**src/rtl/simd_seq_pkg.sv**
```systemverilog
// Shared types and defaults for the SIMD MAC job sequencer.
//   seq_state_e  : sequencer FSM state encoding
//   SEQ_LEN_W    : default width of the job length K
//   SEQ_MAC_LAT  : default MAC pipeline latency after the last operand beat
//   SEQ_CNT_W    : default width of the performance counters
//   drain_cnt_w  : width needed by the drain down-counter for a given latency
package simd_seq_pkg;

  localparam int SEQ_LEN_W   = 16;
  localparam int SEQ_MAC_LAT = 1;
  localparam int SEQ_CNT_W   = 32;

  typedef enum logic [2:0] {
    ST_IDLE  = 3'd0,
    ST_CLEAR = 3'd1,
    ST_ACCUM = 3'd2,
    ST_DRAIN = 3'd3,
    ST_OUT   = 3'd4
  } seq_state_e;

  // The drain counter holds values 0..lat-1; keep at least one bit.
  function automatic int drain_cnt_w(input int lat);
    return (lat > 1) ? $clog2(lat) : 1;
  endfunction

endpackage

```
**src/rtl/simd_seq_sat_cnt.sv**
```systemverilog
// Saturating event counter with synchronous clear.
//   clk   in  1  clock
//   rst   in  1  asynchronous reset, active-high, zeroes the count
//   clr   in  1  synchronous clear, has priority over inc
//   inc   in  1  count one event this cycle
//   count out W  current count, sticks at all-ones instead of wrapping
module simd_seq_sat_cnt
  import simd_seq_pkg::*;
#(
  parameter int W = SEQ_CNT_W
) (
  input  logic         clk,
  input  logic         rst,
  input  logic         clr,
  input  logic         inc,
  output logic [W-1:0] count
);

  always_ff @(posedge clk or posedge rst) begin
    if (rst) begin
      count <= '0;
    end else if (clr) begin
      count <= '0;
    end else if (inc && (count != {W{1'b1}})) begin
      count <= count + W'(1);
    end
  end

endmodule

```
**src/rtl/simd_mac_sequencer.sv**
```systemverilog
// Job controller for the 64-lane SIMD MAC array. Takes a job (length K and an
// optional accumulator clear), clears the array if asked, streams K operand
// beats under valid/ready, waits out the MAC pipeline and then presents the
// result under valid/ready. Operand and result vectors never pass through here.
//
// Optional feature macro: SIMD_SEQ_PERF_EN adds the CNT_W parameter, the
// perf_clr input and the saturating perf_busy / perf_stall counters.
//
// Ports:
//   clk        in   1      clock
//   rst        in   1      asynchronous reset, active-high
//   cfg_valid  in   1      job request valid
//   cfg_ready  out  1      job request ready (IDLE only)
//   cfg_len    in   LEN_W  number of operand beats K
//   cfg_clr    in   1      clear accumulators before accumulating
//   in_valid   in   1      operand beat valid
//   in_ready   out  1      operand beat ready (ACCUM only)
//   arr_en     out  1      array accumulate enable
//   arr_clr    out  1      array accumulator clear
//   res_valid  out  1      array result final and stable
//   res_ready  in   1      consumer takes the result
//   busy       out  1      job in progress
//   done       out  1      registered pulse after the result handshake
//   perf_clr   in   1      (SIMD_SEQ_PERF_EN) clear both perf counters
//   perf_busy  out  CNT_W  (SIMD_SEQ_PERF_EN) cycles with busy=1
//   perf_stall out  CNT_W  (SIMD_SEQ_PERF_EN) ACCUM cycles without a beat
//
// State | meaning
// ------+---------------------------------------------------------------
// IDLE  | waiting for a job, cfg_ready high
// CLEAR | single cycle driving arr_clr
// ACCUM | accepting operand beats until K have been taken
// DRAIN | waiting MAC_LAT cycles for the array pipeline to settle
// OUT   | result presented, waiting for res_ready
module simd_mac_sequencer
  import simd_seq_pkg::*;
#(
  parameter int LEN_W   = SEQ_LEN_W,
`ifdef SIMD_SEQ_PERF_EN
  parameter int CNT_W   = SEQ_CNT_W,
`endif
  parameter int MAC_LAT = SEQ_MAC_LAT
) (
  input  logic             clk,
  input  logic             rst,
  input  logic             cfg_valid,
  output logic             cfg_ready,
  input  logic [LEN_W-1:0] cfg_len,
  input  logic             cfg_clr,
  input  logic             in_valid,
  output logic             in_ready,
  output logic             arr_en,
  output logic             arr_clr,
  output logic             res_valid,
  input  logic             res_ready,
  output logic             busy,
`ifdef SIMD_SEQ_PERF_EN
  input  logic             perf_clr,
  output logic [CNT_W-1:0] perf_busy,
  output logic [CNT_W-1:0] perf_stall,
`endif
  output logic             done
);

  // A latency below one is treated as one so the drain state always lasts
  // at least a cycle.
  localparam int LAT_EFF = (MAC_LAT < 1) ? 1 : MAC_LAT;
  localparam int DRAIN_W = drain_cnt_w(LAT_EFF);
  localparam logic [DRAIN_W-1:0] DRAIN_LOAD = DRAIN_W'(LAT_EFF - 1);

  seq_state_e         state_q;
  seq_state_e         state_d;
  logic [LEN_W-1:0]   len_q;
  logic [LEN_W-1:0]   beat_cnt;
  logic [DRAIN_W-1:0] drain_cnt;
  logic               beat_last;

  assign beat_last = (beat_cnt == (len_q - LEN_W'(1)));

  always_ff @(posedge clk or posedge rst) begin
    if (rst) begin
      state_q <= ST_IDLE;
    end else begin
      state_q <= state_d;
    end
  end

  always_comb begin
    state_d   = state_q;
    cfg_ready = 1'b0;
    in_ready  = 1'b0;
    arr_clr   = 1'b0;
    res_valid = 1'b0;
    case (state_q)
      ST_IDLE: begin
        cfg_ready = 1'b1;
        if (cfg_valid) begin
          if (cfg_clr) begin
            state_d = ST_CLEAR;
          end else if (cfg_len != '0) begin
            state_d = ST_ACCUM;
          end else begin
            state_d = ST_OUT;
          end
        end
      end
      ST_CLEAR: begin
        arr_clr = 1'b1;
        state_d = (len_q != '0) ? ST_ACCUM : ST_OUT;
      end
      ST_ACCUM: begin
        in_ready = 1'b1;
        if (in_valid && beat_last) begin
          state_d = ST_DRAIN;
        end
      end
      ST_DRAIN: begin
        if (drain_cnt == '0) begin
          state_d = ST_OUT;
        end
      end
      ST_OUT: begin
        res_valid = 1'b1;
        if (res_ready) begin
          state_d = ST_IDLE;
        end
      end
      default: begin
        state_d = ST_IDLE;
      end
    endcase
  end

  // arr_en only exists in ACCUM and arr_clr only in CLEAR, so they can
  // never overlap.
  assign arr_en = in_valid & in_ready;
  assign busy   = (state_q != ST_IDLE);

  always_ff @(posedge clk or posedge rst) begin
    if (rst) begin
      len_q     <= '0;
      beat_cnt  <= '0;
      drain_cnt <= '0;
      done      <= 1'b0;
    end else begin
      done <= (state_q == ST_OUT) && res_ready;
      if (cfg_valid && cfg_ready) begin
        len_q <= cfg_len;
      end
      if (arr_en) begin
        beat_cnt <= beat_last ? '0 : (beat_cnt + LEN_W'(1));
      end
      // Down-counter: preloaded outside DRAIN, terminal count at zero.
      if (state_q == ST_DRAIN) begin
        if (drain_cnt != '0) begin
          drain_cnt <= drain_cnt - DRAIN_W'(1);
        end
      end else begin
        drain_cnt <= DRAIN_LOAD;
      end
    end
  end

`ifdef SIMD_SEQ_PERF_EN
  logic stall_evt;
  assign stall_evt = (state_q == ST_ACCUM) && !in_valid;

  simd_seq_sat_cnt #(.W(CNT_W)) u_perf_busy (
    .clk   (clk),
    .rst   (rst),
    .clr   (perf_clr),
    .inc   (busy),
    .count (perf_busy)
  );

  simd_seq_sat_cnt #(.W(CNT_W)) u_perf_stall (
    .clk   (clk),
    .rst   (rst),
    .clr   (perf_clr),
    .inc   (stall_evt),
    .count (perf_stall)
  );
`endif

endmodule
```
**config.mk**
```make
export PLATFORM = sky130hd
export DESIGN_NAME = simd_mac_sequencer
export DESIGN_NICKNAME = d
export VERILOG_FILES = /design/src/rtl/simd_seq_pkg.sv /design/src/rtl/simd_seq_sat_cnt.sv /design/src/rtl/simd_mac_sequencer.sv
export SDC_FILE = /design/constraint.sdc
export NUM_CORES = 1
export LEC_CHECK = 0
export CORE_MARGIN = 3
export CORE_UTILIZATION = 55
export CTS_BUF_LIST = sky130_fd_sc_hd__clkbuf_4 sky130_fd_sc_hd__clkbuf_8
export DETAILED_ROUTE_END_ITERATION = 6
export PLACE_DENSITY_LB_ADDON = 0.3
export REMOVE_ABC_BUFFERS = 1
export SETUP_SLACK_MARGIN = 0.02
export SLEW_MARGIN = 15
export SYNTH_ARGS = -nofsm -noshare
export SYNTH_HDL_FRONTEND = slang
export SYNTH_HIERARCHICAL = 1
export SYNTH_SLANG_ARGS = --single-unit
```
**constraint.sdc**
```tcl
create_clock -name clk -period 3.13 [get_ports clk]
set_clock_uncertainty 0.2 [all_clocks]
set_input_delay 0.626 -clock clk [delete_from_list [all_inputs] [get_ports clk]]
set_output_delay 0.626 -clock clk [all_outputs]
set_load 0.1 [all_outputs]
```
==> out/qor.yml <==
outcome: "finished, final reports clean"
gp_congestion: 0.907
hp-class: "flip-flop to flip-flop"
vias: 1887
antenna_found_initial: 0
synth-seq-cells: 36
track_usage_pct: 21.8
grt_pass1_wl_mm: 8.53
cp.arrival_ns: 2.83
syn_avg_cell_area_um2: 9.47
critPathLaunchType: "flip-flop"
die_y_um: 70.5
clk_latency_ns: 0.29
ioPinCount: 29
powerDensity_nw_per_um2: 854
worstPathCellList: "inv_1, ha_1, or4b_4, nor4_1, xnor2_1, o2bb2ai_1, nand3_2, nor4_4, buf_4, o22ai_1"
final_area_um2: 2710
leakagePower_nw: 1.13
drv_cap: 0
clockRootBuffer: "clkbuf_8"
rsz0062_at_grt: "false"
drive_gt1_share_pct: 16.8
dp_hpwl_mm: 3.91
cts_tree: "done"
grt_pass1_vias: 1792
antenna_left: 0
syn2layout_area_growth_pct: 18.2
async_reset_ff_share_pct: 100
viasPerCell: 5.86
crit_fanout: 8
yosysTopAreaCell: "dfrtp_1"
postPlaceCellArea_um2: 2630
cts.htree.levels: 2
path_clk_slew_ns: 0.07
synth_common_cells: "36 x dfrtp_1, 27 x nor2_1, 17 x nand2_1"
worst_slew_pin_slew_ns: 0.711
setup_viol: 0
wire_per_inst_um: 15.9
crit_slowest_cell: "or4b_4"
cts_num_sinks: 36
timing.final.crit_share_pct: 91.4
die-area_um2: 4980
cts_buffers: 5
critPathKind: "flip-flop to flip-flop"
seq_area_frac_synth_pct: 39.3
grt_overflow: 0
clock_path_buffers: 2
fp.coreArea_um2: 3830
synthDominantCellAreaShare_pct: 39.3
drc: 0
cpPeakStageDelay_ns: 0.50
rows: 22
finalCriticalPeriod_ns: 2.86
die_w_um: 70.5
endpoint_kind: "flip-flop"
drt_wl_total_mm: 5.13
synth_most_common_cell: "dfrtp_1"
slew_violations: 0
syn-cell-area_um2: 2290
synthCells: 242
synth_edf_count: 0
ys_types: 55
peakVddDrop_uv: 847
numPortBuffers: 28
required_ns: 3.10
yosys_warnings: 6
fmax_ghz: 0.349
hold_viol_final: 0
grt_max_degree: 37
finalPower_w: 0.00231
initialDrtViolationCount: 126
initial_core_util_pct: 59.9
n_antenna_cell: 0
layout.nets: 301
slew_headroom_pct: 52.6
ys.flop_type: "dfrtp_1"
drt_first_pass_iters: 4
synth.area.top_cells: "dfrtp_1 39%, xor2_1 6.1%, mux2_2 5.9%"
hold_buffers: 0
worst paths after layout:
path	slack (ns)	cells past startpoint	startpoint	to
setup reg to reg	0.27	10	len_q[0]$_DFFE_PP0P_	beat_cnt[3]$_DFFE_PP0P_
hold / removal	0.37	1	state_q[2]$_DFFE_PP0P_	state_q[1]$_DFFE_PP0P_
max in group asynchronous	1.87	3	rst	beat_cnt[10]$_DFFE_PP0P_
hold reg to reg	0.37	1	state_q[2]$_DFFE_PP0P_	state_q[1]$_DFFE_PP0P_
setup / recovery	0.27	10	len_q[0]$_DFFE_PP0P_	beat_cnt[3]$_DFFE_PP0P_
min in group asynchronous	0.53	3	rst	len_q[10]$_DFFE_PP0P_
flip-flops by register name, indices dropped and copies added (netlist names):
name and count:
beat_cnt 16, done 1, len_q 16, state_q 3
layer usage:
metal / global-route usage [%] / wire, um
met1: 29.6 / 2310
met2: 34.1 / 2450
met3: 6.39 / 256
met4: 6.26 / 113
met5: 0 / 0
layout make-up:
| type | count | area [um^2] |
|---|---|---|
| multi-input cells | 183 | 1290 |
| flip-flops and latches | 36 | 901 |
| inverters | 13 | 48.8 |
| well taps | 48 | 60.1 |
| repair buffers | 37 | 343 |
| clock buffers | 5 | 68.8 |
| fillers | 299 | 1120 |
kinds of logic after synthesis:
kind of cell / count (synthesis) / synth area share (%)
compound gates: 37 / 11.9
mux: 12 / 5.90
fa+ha+maj: 3 / 1.64
flops: 36 / 39.3
simple gates: 101 / 24.9
xor+xnor: 30 / 11.5
buf+inv: 23 / 4.97
worst max-delay path, delay by kind of cell (launching register included):
family / cells / cell delay (ns)
AOI/OAI and AO/OA: 2 / 0.23
xor gates and xnor gates: 1 / 0.17
adders and majority gates: 1 / 0.17
buffers and inverters: 2 / 0.35
DFF: 1 / 0.42
and+or+nand+nor: 4 / 1.21
stage by stage:
| stage | hold WS (ns) | worst slack [ns] | TNS (ns) | cells | utilization [%] |
|---|---|---|---|---|---|
| finish | 0.373 | 0.269 | 0 | 322 | 70.8 |
| global placement | 0.341 | 0.262 | 0 | 317 | 68.7 |
| global route | 0.401 | 0.0422 | 0 | 322 | 70.8 |
| CTS | 0.368 | 0.215 | 0 | 322 | 70.5 |
| floorplan | 0.299 | -0.350 | -2.56 | 232 | - |
| detailed placement | 0.351 | 0.223 | 0 | 317 | 68.7 |
repair_timing:
action,4_1_cts,5_1_grt
gates resized for setup,0,2
endpoints found under the setup margin,0,13
setup buffers,0,0
power by group:
group	switching [W]	internal (W)
sequential	0.000238	0.000605
combinational	0.000698	0.000478
clock	0.000154	0.000143
total	0.00109	0.00123
cell usage in the layout (no fill, tap or decap), types with 3 or more instances in the layout:
| master | n |
|---|---|
| o31ai_1 | 3 |
| xor2_1 | 16 |
| clkdlybuf4s50_1 | 21 |
| nor4b_1 | 3 |
| nand2_1 | 17 |
| nand4_1 | 3 |
| ha_1 | 3 |
| nor3_1 | 8 |
| nor2_1 | 27 |
| buf_4 | 15 |
| and2_1 | 3 |
| inv_1 | 13 |
| a31oi_1 | 4 |
| xnor2_1 | 14 |
| nand3_1 | 12 |
| clkbuf_8 | 5 |
| or3_1 | 4 |
| dfrtp_1 | 36 |
| o21ai_0 | 13 |
| mux2_2 | 12 |
| nor4_1 | 5 |
(Power assumes the default switching activity.)
==> RTL edit 1 (config.mk and constraints unchanged) <==
Re-encode `seq_state_e` (5 states) as one-hot, 5 bits wide.
--- a/src/rtl/simd_seq_pkg.sv
+++ b/src/rtl/simd_seq_pkg.sv
@@ -12,8 +12,8 @@
 
-  typedef enum logic [2:0] {
-    ST_IDLE  = 3'd0,
-    ST_CLEAR = 3'd1,
-    ST_ACCUM = 3'd2,
-    ST_DRAIN = 3'd3,
-    ST_OUT   = 3'd4
+  typedef enum logic [4:0] {
+    ST_IDLE  = 5'b00001,
+    ST_CLEAR = 5'b00010,
+    ST_ACCUM = 5'b00100,
+    ST_DRAIN = 5'b01000,
+    ST_OUT   = 5'b10000
   } seq_state_e;
Behaviour: no difference found for any inputs over 10 cycles, from zero or initial values and one cycle with rst high; not proved beyond that.
==> RTL edit 1 against the original RTL <==
Area after synthesis is 9.6% higher. Cell area increased by 8.1%. Die area rose by 8.8%. Non-clock buffer count shrank 5. Setup slack worse by 16 ps. Count of clock-buffer cells in the layout rose by 2. Largest power group unchanged. Total power increased by 6.0%. Global-route usage up 2.0 points. Routed wire length increased by 13%. Sequential cell count rose by 2. Synthesized cell count rose by 9.1%.
==> RTL edit 1: results (changes against the original RTL) <==
* Status: completed (unchanged)
* R2R Path End: beat_cnt[2] (was beat_cnt[3])
* Inverter count at 12 (was 13)
* Bufs w/o clock at 32 (was 37)
* Worst r2r path cells at 9 (was 10)
* Final GP Congestion at 0.849 (was 0.907)
* Grt met3 use at 4.10% (was 6.39%)
* Multi-input logic cell count at 204 (was 183)
* Slowest CP cell: or3b_2 (was or4b_4)
* Headroom to the max-slew limit at 54.9% (was 52.6%)
* Mapped Avg Cell Area at 9.51 um^2 (was 9.47 um^2)
* Synth top area cells: dfrtp_1, mux2_2, xnor2_1, xor2_1, nor2_1 (was dfrtp_1, xor2_1, mux2_2, xnor2_1, nor2_1)
* Peak supply drop at 0.000465 V (was 0.000847 V)
* CP Data Arrival Time at 2850 ps (was 2830 ps)
* Met2 Use GR at 38.4% (was 34.1%)
* DR vias at 2,147 (was 1,887)
* DR iter-0 viols at 173 (was 126)
* Vias in the first global route at 2,039 (was 1,792)
* Minimum clock period at 2880 ps (was 2860 ps)
* Seq/Total Area, Yosys at 37.9% (was 39.3%)
* M1 GR Usage at 32.0% (was 29.6%)
* Non-clk buf share at 10.4% (was 12.7%)
* FF+latch count at 38 (was 36)
* Vias per cell at 6.24 (was 5.86)
* Setup CP Type: register to register (unchanged)
* Multi-input gate area at 1470 um^2 (was 1290 um^2)
* Sequential share of cell area at 32.5% (was 33.3%)
* Final WL at 5800 um (was 5130 um)
* Clock Pin Slew Worst Setup and Hold Paths at 70 ps (about the same)
* Num rows at 23 (was 22)
* First-pass GRT wire length at 9870 um (was 8530 um)
* Placed Cells incl. Taps at 336 (was 317)
* Largest net degree at the start of global routing at 39 (was 37)
* Leak at 1.20 nW (was 1.13 nW)
* Final clock-cell share at 3.25% (was 2.54%)
* CLK BUF at 7 (was 5)
* CP max FO at 7 (was 8)
* GRT Total Usage at 23.7% (was 21.8%)
* Fin nets at 318 (was 301)
* Fraction of area in multi-input gates at 50.1% (was 47.5%)
* Later-pin clock latency in the skew report at 290 ps (about the same)
* Slowest stage delay, CP at 530 ps (was 500 ps)
* Layout cell share with drive strength beyond 1 at 16.7% (was 16.8%)
* Top post-synthesis cells by count: dfrtp_1, nor2_1, xnor2_1 (was dfrtp_1, nor2_1, nand2_1)
* Fillcell total at 358 (was 299)
* Setup slack at placement at 223 ps (about the same)
* Antenna violations before repair at 0 (unchanged)
* Placed cell areas at 2830 um^2 (was 2630 um^2)
* Largest registers: beat_cnt: 16 flops, len_q: 16 flops, state_q: 5 flops (was beat_cnt: 16 flops, len_q: 16 flops, state_q: 3 flops)
[RTL edit 1: power by group]
| part | internal [mW] | total [mW] | switching (mW) |
|---|---|---|---|
| Clock | 0.186 | 0.352 | 0.166 |
| Sequential | 0.636 | 0.900 | 0.263 |
| Combinational | 0.517 | 1.20 | 0.684 |
| Total | 1.34 | 2.45 | 1.11 |
[RTL edit 1: how the worst min path moves through the flow]
stage                      startpoint           to  slack, ps  cells past startpoint
final                     beat_cnt[5]  beat_cnt[5]        370                      1
after floorplan           beat_cnt[5]  beat_cnt[5]        310                      1
after global routing      beat_cnt[5]  beat_cnt[5]        400                      1
after CTS                 beat_cnt[5]  beat_cnt[5]        370                      1
after detailed placement  beat_cnt[5]  beat_cnt[5]        340                      1
after global placement    beat_cnt[5]  beat_cnt[5]        360                      1
[RTL edit 1: worst reg2reg max path: stages, from the launching register on]
cell and delay (ps):
dfrtp_1 450, inv_1 110, ha_1 290, or3b_2 530
xnor2_1 170, a211o_1 270, a22oi_2 270, nand4_1 250
nand3_1 150, o31ai_1 70
[RTL edit 1: what timing repair did]
item	in CTS	in global routing
resized for setup	0	1
setup buffers	0	0
setup endpoints to repair	0	10
[RTL edit 1: per-layer routing]
layer / up-vias / share of wire (%)
met5: - / 0
met4: 0 / 2.1
met3: 12 / 4.7
met2: 60 / 48
met1: 1045 / 45
li1: 1030 / -
[RTL edit 1: logic make-up after synthesis]
| kind of cell | share of synthesized area, % |
|---|---|
| simple gates | 27.8 |
| fa+ha+maj | 1.49 |
| xor+xnor | 11.4 |
| buf+inv | 3.69 |
| mux | 7.57 |
| compound gates | 10.1 |
| flops | 37.9 |
==> RTL edit 2 (same flow settings) <==
Made on the original files. `SEQ_MAC_LAT`: 1 -> 2.
--- a/src/rtl/simd_seq_pkg.sv
+++ b/src/rtl/simd_seq_pkg.sv
@@ -9,3 +9,3 @@
   localparam int SEQ_LEN_W   = 16;
-  localparam int SEQ_MAC_LAT = 1;
+  localparam int SEQ_MAC_LAT = 2;
   localparam int SEQ_CNT_W   = 32;
Check against the original RTL: not equivalent (a bounded check fails within 4 cycles, from zero or initial values and one cycle with rst high).
==> RTL edit 2 against the original RTL <==
Hold slack got worse by 14 ps. Total power grew 7.5%. Sequential cell count is 1 higher. Area after synthesis shrank 1.5%. Global-route usage down 1.1 points. Critical endpoint is now state_q[0]. Highest routed layer unchanged. Cell area down 0.18%. Routed wire length down 9.7%. Setup slack worse by 62 ps. Clock power increased by 47%. Count of clock-buffer cells in the layout increased by 2. Via count fell by 4.6%.
==> RTL edit 2: results (changes against the original RTL) <==
* Status: completed (unchanged)
* Synth top area cells: dfrtp_1, xnor2_1, mux2_2, xor2_1, nor2_1 (was dfrtp_1, xor2_1, mux2_2, xnor2_1, nor2_1)
* Largest net degree at the start of global routing at 38 (was 37)
* Vias in the first global route at 1,765 (was 1,792)
* Fin nets at 292 (was 301)
* Post-DP HPWL at 3520 um (was 3910 um)
* Placed cell areas at 2570 um^2 (was 2630 um^2)
* DR iter-0 viols at 132 (was 126)
* Setup slack at placement at 73.5 ps (was 223 ps)
* Mapped Avg Cell Area at 9.48 um^2 (was 9.47 um^2)
* Placed Cells incl. Taps at 307 (was 317)
* Distinct cells, synth at 44 (was 55)
* GRT Total Usage at 20.7% (was 21.8%)
* Leak at 1.11 nW (was 1.13 nW)
* Slowest stage delay, CP at 600 ps (was 500 ps)
* Peak supply drop at 0.000673 V (was 0.000847 V)
* CP max FO at 14 (was 8)
* Final GP Congestion at 0.817 (was 0.907)
* Slowest CP cell: or4_4 (was or4b_4)
* Vias per cell at 5.70 (was 5.86)
* First-pass GRT wire length at 8220 um (was 8530 um)
* Worst hold margin at 360 ps (was 373 ps)
* Non-Filler Instances at 316 (was 322)
* CP Data Arrival Time at 2940 ps (was 2830 ps)
* Worst r2r path cells at 7 (was 10)
* Layout cell share with drive strength beyond 1 at 15.7% (was 16.8%)
* Seq/Total Area, Yosys at 41.0% (was 39.3%)
* Req. time, crit path at 3150 ps (was 3100 ps)
## RTL edit 2: cell count changes in the layout (fill, tap and decap cells not counted), sizes merged, moves of 4 or more
| cell | delta |
|---|---|
| xnor2 | +5 |
| inv | -4 |
| o21ai | -6 |
| nand3 | -9 |
| nor4 | +4 |
## RTL edit 2: cell families after synthesis
family / share of synthesized area (%)
AND/OR/NAND/NOR: 23.7
flip-flops: 41.0
XOR/XNOR: 13.2
AO/OA/AOI/OAI: 8.59
buffers and inverters: 4.38
multiplexers: 7.43
adder cells (fa/ha/maj): 1.66
## RTL edit 2: final timing paths
check	to	from
max in group asynchronous	drain_cnt	rst
worst min-delay path	len_q[14]	len_q[14]
worst min register to register	len_q[14]	len_q[14]
min in group asynchronous	len_q[15]	rst
worst max-delay path	state_q[0]	len_q[0]
worst max register to register	state_q[0]	len_q[0]
## RTL edit 2: final cells by class
cell class,instances,share of cell area [%]
multi-input combinational,179,45.7
sequential,37,34.2
timing repair buffer,35,12.1
clock buffer,7,3.33
tap,48,2.22
inverter,9,1.25
clock inverter,1,1.11
## RTL edit 2: repair_timing
action | 4_1_cts | 5_1_grt
hold buffers | 0 | 0
resized for setup | 0 | 1
hold endpoints to repair | 0 | 0
buffers inserted | 0 | 1
setup endpoints to repair | 0 | 15
## RTL edit 2: power by group
group | switching [mW] | internal [mW]
logic | 0.664 | 0.490
registers | 0.264 | 0.633
clock network | 0.168 | 0.268
total | 1.10 | 1.39
## RTL edit 2: layer usage
metal,vias up,share of wire [%],global-route usage (%),wire (um)
li1,907,-,-,-
met3,10,3.4,3.60,157
met1,839,50,29.4,2300
met2,45,45,30.7,2090
met5,-,0,0,0
met4,0,1.9,9.36,90
